===== config.mk =====
export PLATFORM = sky130hd
export DESIGN_NAME = conv_fmap_collector
export DESIGN_NICKNAME = d
export VERILOG_FILES = /design/src/rtl/cnn_pkg.sv /design/src/rtl/fmap_ram.sv /design/src/rtl/conv_fmap_collector.sv
export SDC_FILE = /design/constraint.sdc
export NUM_CORES = 1
export LEC_CHECK = 0
export BUFFER_PORTS_ARGS = -buffer_cell sky130_fd_sc_hd__buf_2
export CORE_MARGIN = 3
export CORE_UTILIZATION = 30
export CTS_CLUSTER_SIZE = 24
export DETAILED_ROUTE_END_ITERATION = 10
export GPL_TIMING_DRIVEN = 1
export PLACE_DENSITY_LB_ADDON = 0.08
export SLEW_MARGIN = 20
export SYNTH_ARGS = -nofsm -noshare
export SYNTH_HDL_FRONTEND = slang
export SYNTH_SLANG_ARGS = --single-unit

===== constraint.sdc =====
create_clock -name clk -period 8.8 [get_ports clk]
set_clock_uncertainty 0.1 [all_clocks]
set_input_delay 1.76 -clock clk [delete_from_list [all_inputs] [get_ports clk]]
set_output_delay 1.76 -clock clk [all_outputs]
set_load 0.02 [all_outputs]

===== src/rtl/cnn_pkg.sv =====
// Shared CNN definitions: collector FSM states, default data widths and the
// output-map size helper used to size the feature-map buffer.
package cnn_pkg;

  typedef enum logic [1:0] {
    S_COLLECT,
    S_DRAIN,
    S_DONE
  } state_e;

  localparam int DATA_W = 16;
  localparam int FRAC_W = 12;

  function automatic int fmap_dim(input int n, input int k, input int s);
    return (n - k) / s + 1;
  endfunction

endpackage


===== src/rtl/fmap_ram.sv =====
// Simple dual-port feature-map buffer: one write port and one registered read
// port. The read register only updates on rd_en_i, so it holds data during stalls.
module fmap_ram #(
  parameter int DEPTH = 64,
  parameter int DW    = 16,
  parameter int AW    = 6
) (
  input  logic          clk,
  input  logic          rst_i,
  input  logic          wr_en_i,
  input  logic [AW-1:0] wr_addr_i,
  input  logic [DW-1:0] wr_data_i,
  input  logic          rd_en_i,
  input  logic [AW-1:0] rd_addr_i,
  output logic [DW-1:0] rd_data_o
);

  logic [DW-1:0] mem_q [DEPTH];

  // NOTE: the array has no reset so it maps onto block RAM; only the read register is reset.
  always_ff @(posedge clk) begin
    if (wr_en_i) begin
      mem_q[wr_addr_i] <= wr_data_i;
    end
  end

  always_ff @(posedge clk) begin
    if (rst_i) begin
      rd_data_o <= '0;
    end else if (rd_en_i) begin
      rd_data_o <= mem_q[rd_addr_i];
    end
  end

endmodule


===== src/rtl/conv_fmap_collector.sv =====
// Captures one convolver output frame into an M x M buffer and replays it as a
// ready/valid stream. Define CONV_COLLECT_RELU_EN to clamp negative words to 0 on capture.
module conv_fmap_collector
  import cnn_pkg::*;
#(
  parameter logic [8:0] n     = 9'h00a,
  parameter logic [8:0] k     = 9'h003,
  parameter int         s     = 1,
  parameter int         N     = DATA_W,
  parameter int         Q     = FRAC_W,
  localparam int        M     = fmap_dim(int'(n), int'(k), s),
  localparam int        DEPTH = M * M,
  localparam int        AW    = (DEPTH > 1) ? $clog2(DEPTH) : 1,
  localparam int        CW    = $clog2(DEPTH + 1)
) (
  input  logic          clk,
  input  logic          global_rst,
  input  logic          start,
  input  logic [N-1:0]  conv_op,
  input  logic          valid_conv,
  input  logic          end_conv,
  output logic [N-1:0]  out_data,
  output logic          out_valid,
  input  logic          out_ready,
  output logic          out_last,
  output logic          done,
  output logic [CW-1:0] word_count,
  output logic          err_overflow,
  output logic          err_short
);

  localparam logic [CW-1:0] FULL = CW'(DEPTH);

  if (Q >= N) begin : g_bad_frac_w
    $error("conv_fmap_collector: Q must be smaller than N");
  end

  state_e        state_q, state_d;
  logic [CW-1:0] count_q, count_d, count_inc;
  logic [CW-1:0] rd_ptr_q, rd_ptr_d, rd_ptr_inc;
  logic          out_valid_q, out_valid_d;
  logic          out_last_q, out_last_d;
  logic          done_q, done_d;
  logic          err_ovf_q, err_ovf_d;
  logic          err_short_q, err_short_d;
  logic          wr_en, rd_en, xfer;
  logic [AW-1:0] rd_addr;
  logic [N-1:0]  wr_data;

`ifdef CONV_COLLECT_RELU_EN
  assign wr_data = conv_op[N-1] ? '0 : conv_op;
`else
  assign wr_data = conv_op;
`endif

  assign count_inc  = count_q + CW'(1);
  assign rd_ptr_inc = rd_ptr_q + CW'(1);
  assign xfer       = out_valid_q & out_ready;

  // NOTE: every output of this block gets a default first, so no latches can be inferred.
  always_comb begin
    state_d     = state_q;
    count_d     = count_q;
    rd_ptr_d    = rd_ptr_q;
    out_valid_d = out_valid_q;
    out_last_d  = 1'b0;
    err_ovf_d   = err_ovf_q;
    err_short_d = err_short_q;
    wr_en       = 1'b0;
    rd_en       = 1'b0;
    rd_addr     = rd_ptr_q[AW-1:0];

    unique case (state_q)
      S_COLLECT: begin
        // A write in the same cycle as end_conv is kept before the short-frame check.
        if (valid_conv) begin
          wr_en   = 1'b1;
          count_d = count_inc;
          if (count_inc == FULL) begin
            state_d = S_DRAIN;
          end else if (end_conv) begin
            err_short_d = 1'b1;
            state_d     = S_DRAIN;
          end
        end else if (end_conv) begin
          err_short_d = 1'b1;
          state_d     = (count_q == '0) ? S_DONE : S_DRAIN;
        end
      end
      S_DRAIN: begin
        if (!out_valid_q) begin
          rd_en       = 1'b1;
          out_valid_d = 1'b1;
        end else if (xfer) begin
          rd_ptr_d = rd_ptr_inc;
          if (out_last_q) begin
            out_valid_d = 1'b0;
            state_d     = S_DONE;
          end else begin
            // Read ahead so the next word lands on the same edge as the transfer.
            rd_en   = 1'b1;
            rd_addr = rd_ptr_inc[AW-1:0];
          end
        end
        out_last_d = out_valid_d & (rd_ptr_d == count_q - CW'(1));
      end
      S_DONE: begin
        if (start) begin
          count_d     = '0;
          rd_ptr_d    = '0;
          err_ovf_d   = 1'b0;
          err_short_d = 1'b0;
          state_d     = S_COLLECT;
        end
      end
      default: state_d = S_COLLECT;
    endcase

    if (valid_conv && !wr_en) begin
      err_ovf_d = 1'b1;
    end
    done_d = (state_d == S_DONE);
  end

  // NOTE: sequential state uses non-blocking assignments so all registers update together.
  always_ff @(posedge clk) begin
    if (global_rst) begin
      state_q     <= S_COLLECT;
      count_q     <= '0;
      rd_ptr_q    <= '0;
      out_valid_q <= 1'b0;
      out_last_q  <= 1'b0;
      done_q      <= 1'b0;
      err_ovf_q   <= 1'b0;
      err_short_q <= 1'b0;
    end else begin
      state_q     <= state_d;
      count_q     <= count_d;
      rd_ptr_q    <= rd_ptr_d;
      out_valid_q <= out_valid_d;
      out_last_q  <= out_last_d;
      done_q      <= done_d;
      err_ovf_q   <= err_ovf_d;
      err_short_q <= err_short_d;
    end
  end

  fmap_ram #(
    .DEPTH (DEPTH),
    .DW    (N),
    .AW    (AW)
  ) u_ram (
    .clk       (clk),
    .rst_i     (global_rst),
    .wr_en_i   (wr_en),
    .wr_addr_i (count_q[AW-1:0]),
    .wr_data_i (wr_data),
    .rd_en_i   (rd_en),
    .rd_addr_i (rd_addr),
    .rd_data_o (out_data)
  );

  assign out_valid    = out_valid_q;
  assign out_last     = out_last_q;
  assign done         = done_q;
  assign word_count   = count_q;
  assign err_overflow = err_ovf_q;
  assign err_short    = err_short_q;

endmodule


==> impl_results.md, run 1 <==
- XOR/XNOR Fraction of Synth Area: less than 1%
- Worst-skew pair later-pin latency: ~730 ps
- Worst-path clk slew: 60 ps
- CTS tree: yes
- Pleak: approximately 15 nW
- Initial antenna violation count: 16
- Fmax: 180 MHz
- Max-slew violations: 0
- Drt pass-1 iters: 6
- Flops & latches, synth: roughly 1.1k
- Synthesized instance count: around 2.5k
- Status: finished, final reports clean
- Clock Root Buffer: clkbuf_16
- Unrepaired setup endpoints after global routing: no
- Worst hold path type: reg -> reg
- Final Hold Vio Count: 0
- Synth Area in Compound Gates: under 10%
- Crit path DAT: about 6000 ps
- Final setup fails: 0
- Initial DRC count: ~2.3k
- Routed Antenna Nets: 0
- Worst setup path category: in -> reg
- Post-synth top cells: edfxtp_1 (1024), mux4_2 (231), mux2i_1 (211), o21ai_0 (144), nor2_1 (135)
- GRT Overall Usage: between 15 and 20%
- Share of the synthesized area in the top cell type: 69.0%
- CP Launch Type: input pin
- Fill cell count: ~14k
- Largest family of logic cells by synthesized area: multiplexers
- Post-route cell area: 0.0514 mm²
- CTS buffer count: roughly 120
- Power per Cell Area: 208 mW/mm²
- WL final: roughly 140000 µm
- Yosys cell types: 65
- Fin cells: 4619
- First-pass GRT wire length: 198000 µm
- Max stage delay on crit path: just under 900 ps
- Number of max-cap violations: 0
- Vias per std cell: 5.29
- Post-synth EDFFs: 1024
- CTS Sinks: around 1.1k
- Area contributors post-synth: edfxtp_1 (69%), mux4_2 (12%), mux2i_1 (4.7%)
- DP Cell Count: ~4.4k
- Count leader, synth: edfxtp_1
- Worst Hold Depth: 2
- Worst Reg-to-Reg Cells: 10
- Post-CTS setup buffers: 0
- Final Critical Period: between 5000 and 6000 ps
- Crit-path slowest cell: a221oi_1
- Vias: roughly 24k
- Cts hold-fix bufs: 0
- CTS max path bufs: 3
- Via count of the first global-routing pass: approximately 25k
- WP data required: just over 9000 ps
- VDD IR max: approximately 0.00014 V
- Mean post-synth cell area: 18.0 µm²
- Initial Utilization: a little under a third
- Critical path, cell by cell: buf_2 > nand4b_4 > or3_1 > nand2_8 > buf_4 > mux4_2 > nor2_1 > a221oi_1 > o211ai_1
- DP HPWL: between 80000 and 90000 µm
- Async SR Flop Fraction: 0%
- Maximum fanout along the worst path: roughly 70
- Synthesized Nets: 2493
- Post-Synth Adder-Cell Area: 0.0843%
- Most used DFF post-synth: edfxtp_1
- Cell count along the critical path: 9
- Max-slew headroom: between 20 and 25%
- Area growth from synthesis to layout: 15.3%
- Setup TNS: 0 ps
- Gpl congestion: ~0.76
- Register area share after synthesis: a little over two thirds
- Buf+Inv Stages, Crit Path: 2
- Die Y: between 300 and 400 µm
- Cell area after synthesis: roughly 0.045 mm²
- Dpl cell area: between 0.04 and 0.05 mm²
- Port-buffer cells: a little under 50
- Worst-Margin Slew: 1180 ps
- Fraction of layout cells with a size suffix above 1: between 20% and 30%
- CP Capture Type: register
- Synth Area in Simple Gates: 3.82%
- Final nets: 2624
- PostCTS Resize Cnt: 0
- Ys Warns: 0
- Largest net degree at the start of global routing: 127
- Htree depth: 3
- Multiplexer share of the synthesized area: 18.3%
- Cell family with most CP delay: simple AND/OR/NAND/NOR gates
- Fin crit share: between 60% and 70%
- Core area: around 0.15 mm²
- WL/cell: 30.5 µm
- Total grt overflow: 0
- Chip width: between 300 and 400 µm
- Fin util: a little over a third
- DR DRC count: 0
- Die area: ~0.15 mm²
- Synth area leader: edfxtp_1
- # IOs: 50
- Row cnt: 140
[final cells by class]
class	instances	area, µm²	area share [%]
sequential	1061	31500	61.3
multi-input combinational	1240	12600	24.4
clock buffer	148	3150	6.13
tap	1917	2400	4.67
timing repair buffer	170	1190	2.32
clock inverter	71	542	1.05
inverter	7	26.3	0.0511
antenna	5	12.5	0.0244
[flip-flops by register name (all words and copies together) (netlist names)]
register         flops
done                 1
err_overflow         1
err_short            1
out_last             1
out_valid            1
rd_ptr_q             7
state_q              2
u_ram.mem_q       1024
u_ram.rd_data_o     16
word_count           7
[final timing paths]
path / startpoint / end / slack (ps)
min: rd_ptr_q[6] / rd_ptr_q[6] / 400
min reg2reg: rd_ptr_q[6] / rd_ptr_q[6] / 400
max reg2reg: rd_ptr_q[0] / u_ram.rd_data_o[13] / 3310
max: out_ready / u_ram.rd_data_o[13] / 3260
[routing by layer]
| metal | global-route usage [%] | share of wire (%) | vias up |
|---|---|---|---|
| met5 | 0 | 0 | - |
| met4 | 4.37 | 1.9 | 0 |
| met3 | 2.49 | 5.6 | 163 |
| met2 | 28.7 | 46 | 742 |
| met1 | 27.1 | 46 | 13100 |
| li1 | - | - | 10400 |
[tightest hold or removal path, stage by stage, from the launching register on]
cell and delay, ps:
dfxtp_1 320, o21ai_0 70, a21oi_1 60
[logic make-up (layout without fill, tap and decap cells)]
logic type               after synthesis  after routing
other                                  0              5
flip-flops                          1061           1061
AND/OR/NAND/NOR                      351            351
adder cells (fa/ha/maj)                3              3
buffers and inverters                167            396
XOR/XNOR                              18             18
multiplexers                         517            517
AO/OA/AOI/OAI                        351            351
[power by group]
group	internal, mW	total, mW	switching (mW)
logic	0.110	0.359	0.249
clock network	2.70	4.76	2.05
registers	5.56	5.59	0.0298
total	8.37	10.7	2.33
[placed cells by master (no fill, tap or decap), drive strengths merged, types with 18 or more instances in the layout]
cell type,n
nor2,136
and2,18
a21oi,30
o211ai,31
buf,170
or3,20
edfxtp,1024
mux2i,211
mux2,75
clkbuf,148
mux4,231
dfxtp,37
nand3,22
nand2b,51
nand2,66
a211oi,35
o21ai,147
clkinv,58
[per-stage QoR]
stage	setup slack [ps]	hold WS [ps]	power, mW
3_3_place_gp	2310	388	6.06
5_1_grt	3100	454	11.1
3_5_place_dp	2470	393	6.06
4_1_cts	3260	404	10.8
6_report	3260	404	10.7
2_1_floorplan	4420	370	5.84
No activity file was read; power rests on OpenSTA's default activity.
==> inputs of run 2 (changes only) <==
clock period = 4.4 ns   (was 8.8 ns; I/O delays follow)
==> impl_results.md, run 2 (synthesis gave the netlist of run 1 again) <==
- Status: finished, final reports clean (unchanged)
- Clock Root Buffer: clkbuf_16 (unchanged)
- Die Y: 391 µm (unchanged)
- DP HPWL: 85900 µm (was 84300 µm)
- Pleak: 15.9 nW (was 15.4 nW)
- Worst-Margin Slew: 1100 ps (was 1180 ps)
- Clock share of power: 45.5% (was 44.4%)
- Fraction of layout cells with a size suffix above 1: 27.4% (was 25.9%)
- Post-CTS setup buffers: 0 (unchanged)
- CTS buffer count: 119 (unchanged)
- CTS max path bufs: 3 (unchanged)
- Chip width: 391 µm (unchanged)
- Max-slew violations: 0 (unchanged)
- Final Critical Period: slightly above 4000 ps
- Vias per std cell: 5.17 (was 5.29)
- Sw Pwr: 4.67 mW (was 2.33 mW)
- Worst setup path category: reg -> reg (was in -> reg)
- Fin crit share: around 90%
- Power per Cell Area: 418 mW/mm² (was 208 mW/mm²)
- Via count of the first global-routing pass: 25.5k (was 24.8k)
- Area growth from synthesis to layout: 17.1% (was 15.3%)
- Largest register FFs: 1024 (unchanged)
- VDD IR max: 0.000318 V (was 0.000139 V)
- Unrepaired setup endpoints after global routing: no (unchanged)
- Worst min-delay path startpoint: end_conv (was rd_ptr_q[6])
- Final nets: 2680 (was 2624)
- First-pass GRT wire length: 196000 µm (was 198000 µm)
- WP data required: 4870 ps (was 9260 ps)
- GRT Overall Usage: 18.1% (was 18.4%)
- Initial DRC count: 1933 (was 2268)
- Fmax: roughly 250 MHz
- WL final: 138000 µm (was 141000 µm)
- Row cnt: 140 (unchanged)
- Final setup fails: 0 (unchanged)
- Commonest non-fill, non-tap cell in the layout: edfxtp_1 (unchanged)
- Total grt overflow: 0 (unchanged)
- WL/cell: 29.5 µm (was 30.5 µm)
- P_int: 17.2 mW (was 8.37 mW)
- Final Hold Vio Count: 0 (unchanged)
- Crit path DAT: 4540 ps (was 6000 ps)
- DR DRC count: 0 (unchanged)
- Worst Hold Depth: 3 (was 2)
- Critical R2R Launch: state_q[1] (was rd_ptr_q[0])
- Worst hold path type: in -> reg (was reg -> reg)
- CP Capture Type: register (unchanged)
- Commonest non-fill, non-tap cells in the layout: edfxtp_1 (1024), mux4_2 (231), mux2i_1 (211) (unchanged)
- Largest registers: u_ram.mem_q: 1024 flops, u_ram.rd_data_o: 16 flops (unchanged)
- Initial Utilization: 30.4% (unchanged)
- CTS Sinks: 1061 (unchanged)
- CTS tree: yes (unchanged)
- Number of max-cap violations: 0 (unchanged)
- Fin util: 35.6% (was 35.0%)
- Max-slew headroom: 26.3% (was 20.6%)
- Htree depth: 3 (unchanged)
- Crit. Startpoint: state_q[1] (was out_ready)
- Port-buffer cells: 49 (unchanged)
- Die area: 0.153 mm² (unchanged)
- # IOs: 50 (unchanged)
- Maximum fanout along the worst path: 30 (was 71)
- Worst setup margin: 334 ps (was 3260 ps)
- Gpl congestion: 0.805 (was 0.763)
- Largest Register: u_ram.mem_q (unchanged)
- Worst-path clk slew: 60 ps (about the same)
- Drt pass-1 iters: 5 (was 6)
- Cts hold-fix bufs: 0 (unchanged)
- Worst Reg-to-Reg Cells: 9 (was 10)
- Worst-skew pair later-pin latency: 730 ps (about the same)
- Vias: 24.2k (was 24.4k)
- DP Worst Slack: -327 ps (was 2470 ps)
- Core area: 0.147 mm² (unchanged)
- Largest net degree at the start of global routing: 105 (was 127)
- Routed Antenna Nets: 0 (unchanged)
- CP Launch Type: register (was input pin)
- Combinational share of power: 3.4% (about the same)
- Initial antenna violation count: 13 (was 16)
- Sw Share: 21.4% (was 21.8%)
- Sequential group share of total power: 51.1% (was 52.2%)
[run 2: power by group through the flow]
stage / combinational, mW / sequential, mW / clock (mW)
detailed placement: 0.758 / 11.4 / 0
global route: 0.797 / 11.2 / 10.6
floorplan: 0.320 / 11.4 / 0
finish: 0.737 / 11.2 / 9.93
CTS: 0.759 / 11.2 / 10.2
global placement: 0.743 / 11.4 / 0
[run 2: stage by stage]
stage | instances | cell area, µm² | setup TNS (ps) | total power, mW | hold slack [ps]
after floorplan | 2468 | 44500 | 0 | 11.7 | 370
after global placement | 4450 | 48200 | -590 | 12.1 | 389
after detailed placement | 4451 | 48200 | -679 | 12.1 | 387
after CTS | 4673 | 52100 | 0 | 22.2 | 266
after global routing | 4673 | 52100 | 0 | 22.6 | 335
final | 4684 | 52200 | 0 | 21.8 | 339
[run 2: layer usage]
metal	up-vias	wire length (µm)	track usage, %
li1	10500	-	-
met1	12900	63300	25.7
met2	630	65300	29.2
met3	151	6900	2.64
met4	2	2640	4.47
met5	-	9	0
[run 2: path summary, 6_finish.rpt]
path / endpoint / slack (ps)
max: u_ram.rd_data_o[0] / 330
min: err_short / 340
max reg2reg: u_ram.rd_data_o[0] / 330
min reg2reg: err_short / 420
[run 2: repair_timing]
action,CTS,global route
gates resized for setup,0,1
hold endpoints to repair,0,0
endpoints found under the setup margin,0,1
[run 2: critical path, cell delays in order (launching register included)]
cell      delay, ps
dfxtp_1         580
nand4b_4        350
nor2_8           60
xnor2_2         290
buf_12          340
buf_4           530
mux4_2          570
a22o_1          280
nor2_1          590
o211ai_1        160
[run 2: area by class of cell]
cell class              count  area, µm²
fillers                 13600      94400
flip-flops and latches   1061      31500
multi-input cells        1240      12500
clock buffers             155       3230
well taps                1917       2400
repair buffers            226       1800
clock inverters            67        711
diodes                     11       27.5
inverters                   7       26.3
==> inputs of run 3 (changes only) <==
--- a/config.mk
+++ b/config.mk
@@ -13,2 +13,3 @@
 export GPL_TIMING_DRIVEN = 1
+export MAX_ROUTING_LAYER = met4
 export PLACE_DENSITY_LB_ADDON = 0.08
--- a/constraint.sdc
+++ b/constraint.sdc
@@ -4,2 +4,2 @@
 set_output_delay 0.88 -clock clk [all_outputs]
-set_load 0.02 [all_outputs]
+set_load 0.1 [all_outputs]
==> impl_results.md, run 3 (synthesis gave the netlist of run 1 again) <==
- Status: finished, final reports clean (unchanged)
- Number of max-cap violations: 0 (unchanged)
- Pleak: 15.9 nW (unchanged)
- Row cnt: 140 (unchanged)
- Sequential group share of total power: 50.9% (was 51.1%)
- Vias per std cell: 5.20 (was 5.17)
- Max-slew headroom: 21.0% (was 26.3%)
- Die Y: 391 µm (unchanged)
- Clock share of power: 45.3% (was 45.5%)
- Via count of the first global-routing pass: 25.5k (about the same)
- GRT Overall Usage: 18.6% (was 18.1%)
- Cts hold-fix bufs: 0 (unchanged)
- Commonest non-fill, non-tap cells in the layout: edfxtp_1 (1024), mux4_2 (231), mux2i_1 (211) (unchanged)
- Vias: 24.3k (was 24.2k)
- Final Hold Vio Count: 0 (unchanged)
- Max-slew violations: 0 (unchanged)
- WP data required: 4920 ps (was 4870 ps)
- CP Capture Type: register (unchanged)
- Power per Cell Area: 421 mW/mm² (was 418 mW/mm²)
- Largest register FFs: 1024 (unchanged)
- Worst hold path type: in -> reg (unchanged)
- Worst-Margin Slew: 1180 ps (was 1100 ps)
- Fraction of layout cells with a size suffix above 1: 27.4% (unchanged)
- Fin crit share: 94.8% (was 92.4%)
- Worst-skew pair later-pin latency: 740 ps (was 730 ps)
- P_int: 17.2 mW (about the same)
- CTS max path bufs: 3 (unchanged)
- Initial DRC count: 1994 (was 1933)
- Clock Root Buffer: clkbuf_16 (unchanged)
- Initial Utilization: 30.4% (unchanged)
- Post-CTS setup buffers: 0 (unchanged)
- Largest net degree at the start of global routing: 105 (unchanged)
- Commonest non-fill, non-tap cell in the layout: edfxtp_1 (unchanged)
- Combinational share of power: 3.8% (was 3.4%)
- Worst Hold Depth: 3 (unchanged)
- Port-buffer cells: 49 (unchanged)
- Worst-path clk slew: 60 ps (about the same)
- CP Launch Type: register (unchanged)
- Gpl congestion: 0.816 (was 0.805)
- VDD IR max: 0.000317 V (was 0.000318 V)
- Final Critical Period: 4170 ps (was 4070 ps)
- Total grt overflow: 0 (unchanged)
- Unrepaired setup endpoints after global routing: no (unchanged)
- Chip width: 391 µm (unchanged)
- DR DRC count: 0 (unchanged)
- Drt pass-1 iters: 7 (was 5)
- Final nets: 2680 (unchanged)
- # IOs: 50 (unchanged)
- WL/cell: 29.5 µm (about the same)
- Fin cells: 4683 (was 4684)
- Maximum fanout along the worst path: 15 (was 30)
- DP Cell Count: 4451 (unchanged)
- Initial antenna violation count: 12 (was 13)
- Worst setup path category: reg -> reg (unchanged)
- Crit path DAT: 4690 ps (was 4540 ps)
- Routed Antenna Nets: 0 (unchanged)
- Fmax: 240 MHz (was 246 MHz)
- Worst Reg-to-Reg Cells: 9 (unchanged)
- Htree depth: 3 (unchanged)
- Area growth from synthesis to layout: 17.1% (about the same)
- DP HPWL: 85900 µm (unchanged)
- Core area: 0.147 mm² (unchanged)
- Fin util: 35.6% (about the same)
- CTS Sinks: 1061 (unchanged)
- Largest Register: u_ram.mem_q (unchanged)
- First-pass GRT wire length: 196000 µm (about the same)
- Die area: 0.153 mm² (unchanged)
- CTS buffer count: 119 (unchanged)
- Final setup fails: 0 (unchanged)
- Fill cell count: 13.6k (about the same)
- Sw Pwr: 4.78 mW (was 4.67 mW)
- CTS tree: yes (unchanged)
- WL final: 138000 µm (about the same)
- Largest registers: u_ram.mem_q: 1024 flops, u_ram.rd_data_o: 16 flops (unchanged)
- Sw Share: 21.8% (was 21.4%)
-- run 3: metrics by stage --
stage | cell area (µm²) | TNS [ps] | total power, mW | hold slack, ps | setup slack [ps]
after floorplan | 44500 | 0 | 11.8 | 370 | 559
after global placement | 48200 | -590 | 12.2 | 389 | -286
after detailed placement | 48200 | -679 | 12.2 | 387 | -327
after CTS | 52100 | 0 | 22.3 | 266 | 57.6
after global routing | 52200 | 0 | 22.7 | 337 | 126
final | 52200 | 0 | 21.9 | 333 | 230
-- run 3: path summary, 6_finish.rpt --
kind | end | from | slack (ps)
hold reg to reg | err_short | err_short | 420
setup / recovery | u_ram.rd_data_o[13] | state_q[1] | 230
setup reg to reg | u_ram.rd_data_o[13] | state_q[1] | 230
hold / removal | err_short | end_conv | 330
-- run 3: layout make-up --
class | count | area, µm² | share of cell area [%]
sequential | 1061 | 31500 | 60.4
timing repair buffer | 226 | 1800 | 3.44
tap | 1917 | 2400 | 4.60
inverter | 7 | 26.3 | 0.0504
multi-input combinational | 1240 | 12500 | 23.9
clock inverter | 67 | 711 | 1.36
antenna | 10 | 25.0 | 0.0480
clock buffer | 155 | 3230 | 6.18
-- run 3: metal layers --
metal | global-route usage, % | wire length [µm]
met2 | 29.2 | 65500
met4 | 4.44 | 2560
met1 | 25.7 | 63900
met5 | - | 0
met3 | 2.63 | 6340
-- run 3: what timing repair did --
action / in CTS / in global routing
resized for setup: 0 / 1
endpoints found under the setup margin: 0 / 1
hold endpoints to repair: 0 / 0
-- run 3: worst max-delay path, stage by stage (launching register included) --
cell,delay [ps]
dfxtp_1,590
nand4b_4,350
buf_4,200
a311oi_1,70
o21ai_1,660
a211o_1,730
nor2_1,170
a221oi_1,830
buf_4,250
o211ai_1,80
-- run 3: power groups by stage --
stage / logic, mW / clock network, mW / registers (mW)
final: 0.842 / 9.93 / 11.2
after global routing: 0.902 / 10.6 / 11.2
after CTS: 0.864 / 10.2 / 11.2
after detailed placement: 0.863 / 0 / 11.4
after global placement: 0.849 / 0 / 11.4
after floorplan: 0.320 / 0 / 11.5
